File: src/rtl/tdc_pkg.sv
// Shared types and width constants for the TDC pulse-pair stimulus generator.
package tdc_pkg;

    localparam int unsigned DLY_W = 8;
    localparam int unsigned PW_W  = 4;
    localparam int unsigned CNT_W = 8;

    // Smallest pulse width that is actually emitted; a programmed width of 0 maps to this.
    localparam int unsigned W_MIN = 1;

    typedef enum logic [1:0] {
        IDLE,
        PAIR,
        GAP
    } state_e;

endpackage

File: src/rtl/tdc_pulse_window.sv
// Registered start/stop window comparators for one pulse pair at offset t.
module tdc_pulse_window #(
    parameter int unsigned DLY_W = 8,
    parameter int unsigned PW_W  = 4
) (
    input  logic             clk,
    input  logic             rst,
    input  logic             en,
    input  logic [DLY_W:0]   t,
    input  logic [DLY_W-1:0] d,
    input  logic [PW_W-1:0]  w,
    output logic             start_o,
    output logic             stop_o
);

    logic [DLY_W:0] d_ext;
    logic [DLY_W:0] w_ext;
    logic [DLY_W:0] stop_end;

    // Extra bit keeps D+W from overflowing at the maximum settings.
    assign d_ext    = {1'b0, d};
    assign w_ext    = {{(DLY_W + 1 - PW_W){1'b0}}, w};
    assign stop_end = d_ext + w_ext;

    always_ff @(posedge clk or posedge rst) begin
        if (rst) begin
            start_o <= 1'b0;
            stop_o  <= 1'b0;
        end else begin
            start_o <= en && (t < w_ext);
            stop_o  <= en && (t >= d_ext) && (t < stop_end);
        end
    end

endmodule

File: src/rtl/tdc_pulse_pair_gen.sv
// Burst sequencer emitting start/stop pulse pairs with programmable spacing, width and gap.
module tdc_pulse_pair_gen #(
    parameter int unsigned DLY_W = 8,
    parameter int unsigned PW_W  = 4,
    parameter int unsigned CNT_W = 8
) (
    input  logic             clk,
    input  logic             rst,
    input  logic             trig,
    input  logic             abort,
    input  logic [DLY_W-1:0] cfg_delay,
    input  logic [PW_W-1:0]  cfg_width,
    input  logic [DLY_W-1:0] cfg_gap,
    input  logic [CNT_W-1:0] cfg_repeat,
    output logic             start_o,
    output logic             stop_o,
    output logic             busy,
    output logic             done,
    output logic [CNT_W-1:0] pair_cnt
);

    import tdc_pkg::*;

    state_e             state_q, state_n;
    logic [DLY_W:0]     t_q, t_n;
    logic [DLY_W-1:0]   gap_q, gap_n;
    logic [CNT_W-1:0]   rem_q, rem_n;
    logic [CNT_W-1:0]   cnt_n;
    logic [DLY_W-1:0]   d_q, d_n;
    logic [PW_W-1:0]    w_q, w_n;
    logic [DLY_W-1:0]   g_q, g_n;
    logic               busy_n;
    logic               done_n;
    logic [DLY_W:0]     last_t;

    assign last_t = {1'b0, d_q} + {{(DLY_W + 1 - PW_W){1'b0}}, w_q} - (DLY_W + 1)'(1);

    always_ff @(posedge clk or posedge rst) begin
        if (rst) begin
            state_q  <= IDLE;
            t_q      <= '0;
            gap_q    <= '0;
            rem_q    <= '0;
            pair_cnt <= '0;
            d_q      <= '0;
            w_q      <= '0;
            g_q      <= '0;
            busy     <= 1'b0;
            done     <= 1'b0;
        end else begin
            state_q  <= state_n;
            t_q      <= t_n;
            gap_q    <= gap_n;
            rem_q    <= rem_n;
            pair_cnt <= cnt_n;
            d_q      <= d_n;
            w_q      <= w_n;
            g_q      <= g_n;
            busy     <= busy_n;
            done     <= done_n;
        end
    end

    always_comb begin
        state_n = state_q;
        t_n     = t_q;
        gap_n   = gap_q;
        rem_n   = rem_q;
        cnt_n   = pair_cnt;
        d_n     = d_q;
        w_n     = w_q;
        g_n     = g_q;
        busy_n  = busy;
        done_n  = 1'b0;
        unique case (state_q)
            IDLE: begin
                if (trig && !abort) begin
                    d_n     = cfg_delay;
                    w_n     = (cfg_width == '0) ? PW_W'(W_MIN) : cfg_width;
                    g_n     = cfg_gap;
                    rem_n   = cfg_repeat;
                    cnt_n   = '0;
                    t_n     = '0;
                    busy_n  = 1'b1;
                    state_n = PAIR;
                end
            end
            PAIR: begin
                if (abort) begin
                    busy_n  = 1'b0;
                    state_n = IDLE;
                end else if (t_q == last_t) begin
                    cnt_n = pair_cnt + 1'b1;
                    t_n   = '0;
                    if (rem_q == '0) begin
                        busy_n  = 1'b0;
                        done_n  = 1'b1;
                        state_n = IDLE;
                    end else begin
                        rem_n = rem_q - 1'b1;
                        if (g_q != '0) begin
                            gap_n   = g_q;
                            state_n = GAP;
                        end
                    end
                end else begin
                    t_n = t_q + 1'b1;
                end
            end
            GAP: begin
                if (abort) begin
                    busy_n  = 1'b0;
                    state_n = IDLE;
                end else if (gap_q == DLY_W'(1)) begin
                    t_n     = '0;
                    state_n = PAIR;
                end else begin
                    gap_n = gap_q - 1'b1;
                end
            end
            default: state_n = IDLE;
        endcase
    end

    // Window sees next-state values so the registered pulses line up with busy.
    tdc_pulse_window #(
        .DLY_W (DLY_W),
        .PW_W  (PW_W)
    ) u_window (
        .clk     (clk),
        .rst     (rst),
        .en      (state_n == PAIR),
        .t       (t_n),
        .d       (d_n),
        .w       (w_n),
        .start_o (start_o),
        .stop_o  (stop_o)
    );

endmodule

File: config.mk
export PLATFORM = sky130hd
export DESIGN_NAME = tdc_pulse_pair_gen
export DESIGN_NICKNAME = d
export VERILOG_FILES = /design/src/rtl/tdc_pkg.sv /design/src/rtl/tdc_pulse_window.sv /design/src/rtl/tdc_pulse_pair_gen.sv
export SDC_FILE = /design/constraint.sdc
export NUM_CORES = 1
export LEC_CHECK = 0
export CORE_ASPECT_RATIO = 0.7
export CORE_MARGIN = 4
export CORE_UTILIZATION = 45
export CTS_CLUSTER_SIZE = 8
export DETAILED_ROUTE_END_ITERATION = 16
export GPL_TIMING_DRIVEN = 0
export HOLD_SLACK_MARGIN = 0.03
export PLACE_DENSITY = 0.75
export SLEW_MARGIN = 40
export SYNTH_ARGS = -nofsm -noshare
export SYNTH_HDL_FRONTEND = slang
export SYNTH_SLANG_ARGS = --single-unit
export TNS_END_PERCENT = 30
File: constraint.sdc
create_clock -name clk -period 11.7 [get_ports clk]
set_input_delay 2.34 -clock clk [delete_from_list [all_inputs] [get_ports clk]]
set_output_delay 2.34 -clock clk [all_outputs]
set_load 0.01 [all_outputs]
==> summary.md <==
| Metric | Value |
|---|---|
| Setup violations, final | `0` |
| Synth Net Count | `564` |
| Hold Startpoint | `rem_q[5]` |
| Drt first-iter violations | `357` |
| Crit path required time | `11900 ps` |
| Die Wd | `127 um` |
| CTS Buffer Depth | `2` |
| Top_reg_cell synth | `dfrtp_1` |
| Clock sink count | `59` |
| Core area | `9680 sq um` |
| Slew margin rel. | `48.0%` |
| Comb pwr share | `52.7%` |
| Launch point of the critical path | `abort` |
| Final Worst Setup Slack | `4360 ps` |
| Hold Fails Final Rpt | `0` |
| Unrepaired setup endpoints after global routing | `no` |
| Synthesis-stage register bit count | `59` |
| # fillers | `869` |
| Multi-input gate area | `2720 sq um` |
| Critical path class | `in -> reg` |
| N_diodes | `0` |
| Fmax | `0.136 GHz` |
| Gr usage total | `20.1%` |
| Fin area | `5370 sq um` |
| CTS Buf Count | `9` |
| Top Ports | `44` |
| Placed insts | `658` |
| Yosys warns | `0` |
| Worst hold path type | `reg -> reg` |
| Root buffer cell | `clkbuf_16` |
| Max-Cap Viols | `0` |
| Sum Neg Setup Slack | `0 ps` |
| M3 GR Usage | `5.53%` |
| Vias | `3934` |
| Worst R2R Start | `state_q[0]` |
| Initial antenna violation count | `0` |
| RD Place Congestion | `0.914` |
| Net Sw Frac | `42.6%` |
| Pleak | `0.00244 uW` |
| Largest net degree at the start of global routing | `32` |
| Async SR Flop Fraction | `100%` |
| # rows | `30` |
| Fin nets | `619` |
| Worst-Skew Late Latency | `340 ps` |
| PostCTS Resize Cnt | `0` |
| Cell Pwr Density | `231 nW/um^2` |
| Sequential power share | `26.1%` |
| Vias in the first global route | `3816` |
| Layout cells sized above 1 | `9.16%` |
| Post-Syn Instances | `486` |
| Largest fanout on the critical path | `10` |
| NetSw | `529 uW` |
| Seq. cell area | `1480 sq um` |
| Clock Skew | `6.60 ps` |
| H-tree Lvls | `3` |
| Post-DR vias/cell | `5.84` |
| Hold path depth | `1` |
| First drt pass iteration count | `5` |
| Worst Setup End Kind | `flop` |
| Hold_ws | `497 ps` |
| Die height | `91.2 um` |
| Critical Path AT | `7540 ps` |
| Status | `complete, no violations` |
| Die area | `11600 sq um` |
| DR DRC count | `0` |
| Busiest grt layer | `met2` |
| Pre-CTS WS | `4000 ps` |
| Avg Inst Size Synth | `9.17 sq um` |
| Initial Utilization | `46.0%` |
| Critical-path cell list | `clkdlybuf4s50_1, nand3b_1, buf_2, buf_1, buf_1, mux2_2, ha_1, fa_1, a21o_1, a21oi_1, xnor2_1, ha_1, o21ai_0, nand2b_1, a211oi_1, o21ai_0, nor4_1` |
| Clock power share | `21.1%` |
| Fin crit share | `62.7%` |
| GRT overflow | `0` |
| Reg2Reg Depth | `18` |
| Final WL | `11.2 mm` |
| Setup bufs post-CTS | `0` |
| CTS tree | `yes` |
| Hold-fix buffers, CTS | `0` |
| Non-Filler Instances | `674` |
| Area Overhead vs Synth | `20.5%` |
| Worst Max-Slew Pin Slew | `773 ps` |
| Global-route wire length before repair | `18.7 mm` |
| Peak VDD IR | `0.120 mV` |
| Final ANT Viol Nets | `0` |
| CTS clock-pin slew for the worst setup and hold paths | `50 ps` |
| CP Launch Type | `input port` |
| Met1 GRT Util | `28.0%` |
| Dpl hpwl | `8.58 mm` |
| Placed instance area | `5070 sq um` |
| Post-synth EDFFs | `0` |
| Cell internal pwr | `712 uW` |
| Critical Path Max Stage Delay | `690 ps` |
| Final min period | `7340 ps` |
| Worst path slowest cell | `clkdlybuf4s50_1` |
| WL per Instance | `16.7 um` |
| Met2 usage | `30.2%` |
| Cell area after synthesis | `4450 sq um` |
| Library cells used by synthesis | `69` |
| Sequential fraction of the synthesis area | `33.1%` |
| Port Buffers | `43` |
| Fin. max-slew vios | `0` |
## critical path: cells and delay by family
family / cells / cell delay (ps)
fa+ha+maj: 3 / 920
compound gates: 5 / 890
xor+xnor: 1 / 160
simple gates: 3 / 630
mux: 1 / 440
buf+inv: 4 / 2160
## cells by family (layout without fill, tap and decap cells)
family / after synthesis / in the layout / share of synthesized area, %
adder cells (fa/ha/maj): 46 / 46 / 13.3
multiplexers: 25 / 25 / 5.87
XOR/XNOR: 22 / 22 / 4.33
AO/OA/AOI/OAI: 126 / 126 / 19.9
flip-flops: 59 / 59 / 33.1
buffers and inverters: 64 / 124 / 5.90
AND/OR/NAND/NOR: 144 / 144 / 17.6
## Yosys cell counts (4+ instances only)
library cell	n	area, sq um
a211oi_1	5	37.5
a21o_1	9	67.6
a21oi_1	31	155
and3_1	5	31.3
buf_1	4	15.0
clkbuf_1	6	22.5
dfrtp_1	59	1480
ha_1	44	551
inv_1	47	176
mux2_2	9	101
mux2i_1	16	160
nand2_1	30	113
nand2b_1	15	93.8
nand3_1	20	100
nand4_1	4	25.0
nor2_1	19	71.3
nor3_1	16	80.1
nor3b_1	4	30.0
nor4_1	6	37.5
o21ai_0	29	145
o31ai_1	9	67.6
or3_1	7	43.8
xnor2_1	10	87.6
xor2_1	12	105
## power groups by stage
stage                     Combinational (uW)  Clock, uW  Sequential, uW
after floorplan                          492          0             311
after global placement                   603          0             323
after detailed placement                 638          0             325
after CTS                                648        266             323
after global routing                     724        276             332
final                                    654        262             324
## per-layer routing
layer | wire, um | part of all wire (%)
met5 | 0 | 0
met4 | 257 | 2.3
met3 | 635 | 5.7
met2 | 5040 | 45
met1 | 5300 | 47
## flip-flops by register name, summed over array words and instances (netlist names), 2 cells and up
signal    cells
d_q           8
state_q       2
rem_q         8
g_q           8
t_q           9
pair_cnt      8
gap_q         8
w_q           4
## layout by cell type (no fill, tap or decap), types with 3 or more instances in the layout
cell,instances
mux2i_1,16
buf_4,3
o21ai_0,29
mux2_2,9
nor3b_1,4
nor4_1,6
a211oi_1,5
or2_2,3
a21oi_1,31
inv_1,46
dfrtp_1,59
nor2_1,19
nand3_1,20
clkinv_2,3
ha_1,44
xor2_1,12
o32ai_1,3
and3_1,5
buf_1,4
xnor2_1,10
o21a_1,3
a21o_1,9
o22ai_1,3
clkbuf_1,6
nor2b_1,3
nor3_1,16
or4_1,3
o31ai_1,8
nand2_1,30
clkbuf_16,9
nand4_1,4
nand2b_1,15
buf_2,3
or3_1,7
clkdlybuf4s50_1,43
## path summary, 6_finish.rpt
| check | to | slack [ps] |
|---|---|---|
| worst max-delay path | u_window.stop_o | 4360 |
| worst min-delay path | rem_q[5] | 500 |
| worst max register to register | u_window.stop_o | 6250 |
| worst min register to register | rem_q[5] | 500 |
| max in group asynchronous | g_q[7] | 8870 |
| min in group asynchronous | d_q[7] | 2340 |
## final cells by class
cell class | count | share of cell area (%)
multi-input cells | 363 | 50.7
flip-flops and latches | 59 | 27.5
repair buffers | 44 | 8.39
clock buffers | 9 | 4.20
inverters | 47 | 3.33
well taps | 128 | 2.98
plain buffers | 17 | 1.61
clock inverters | 7 | 1.28
## stage by stage
stage / utilization [%] / power, uW
after floorplan: - / 803
after global placement: 52.1 / 927
after detailed placement: 52.4 / 964
after CTS: 55.4 / 1240
after global routing: 55.4 / 1330
final: 55.4 / 1240
No activity file was read; power rests on OpenSTA's default activity.
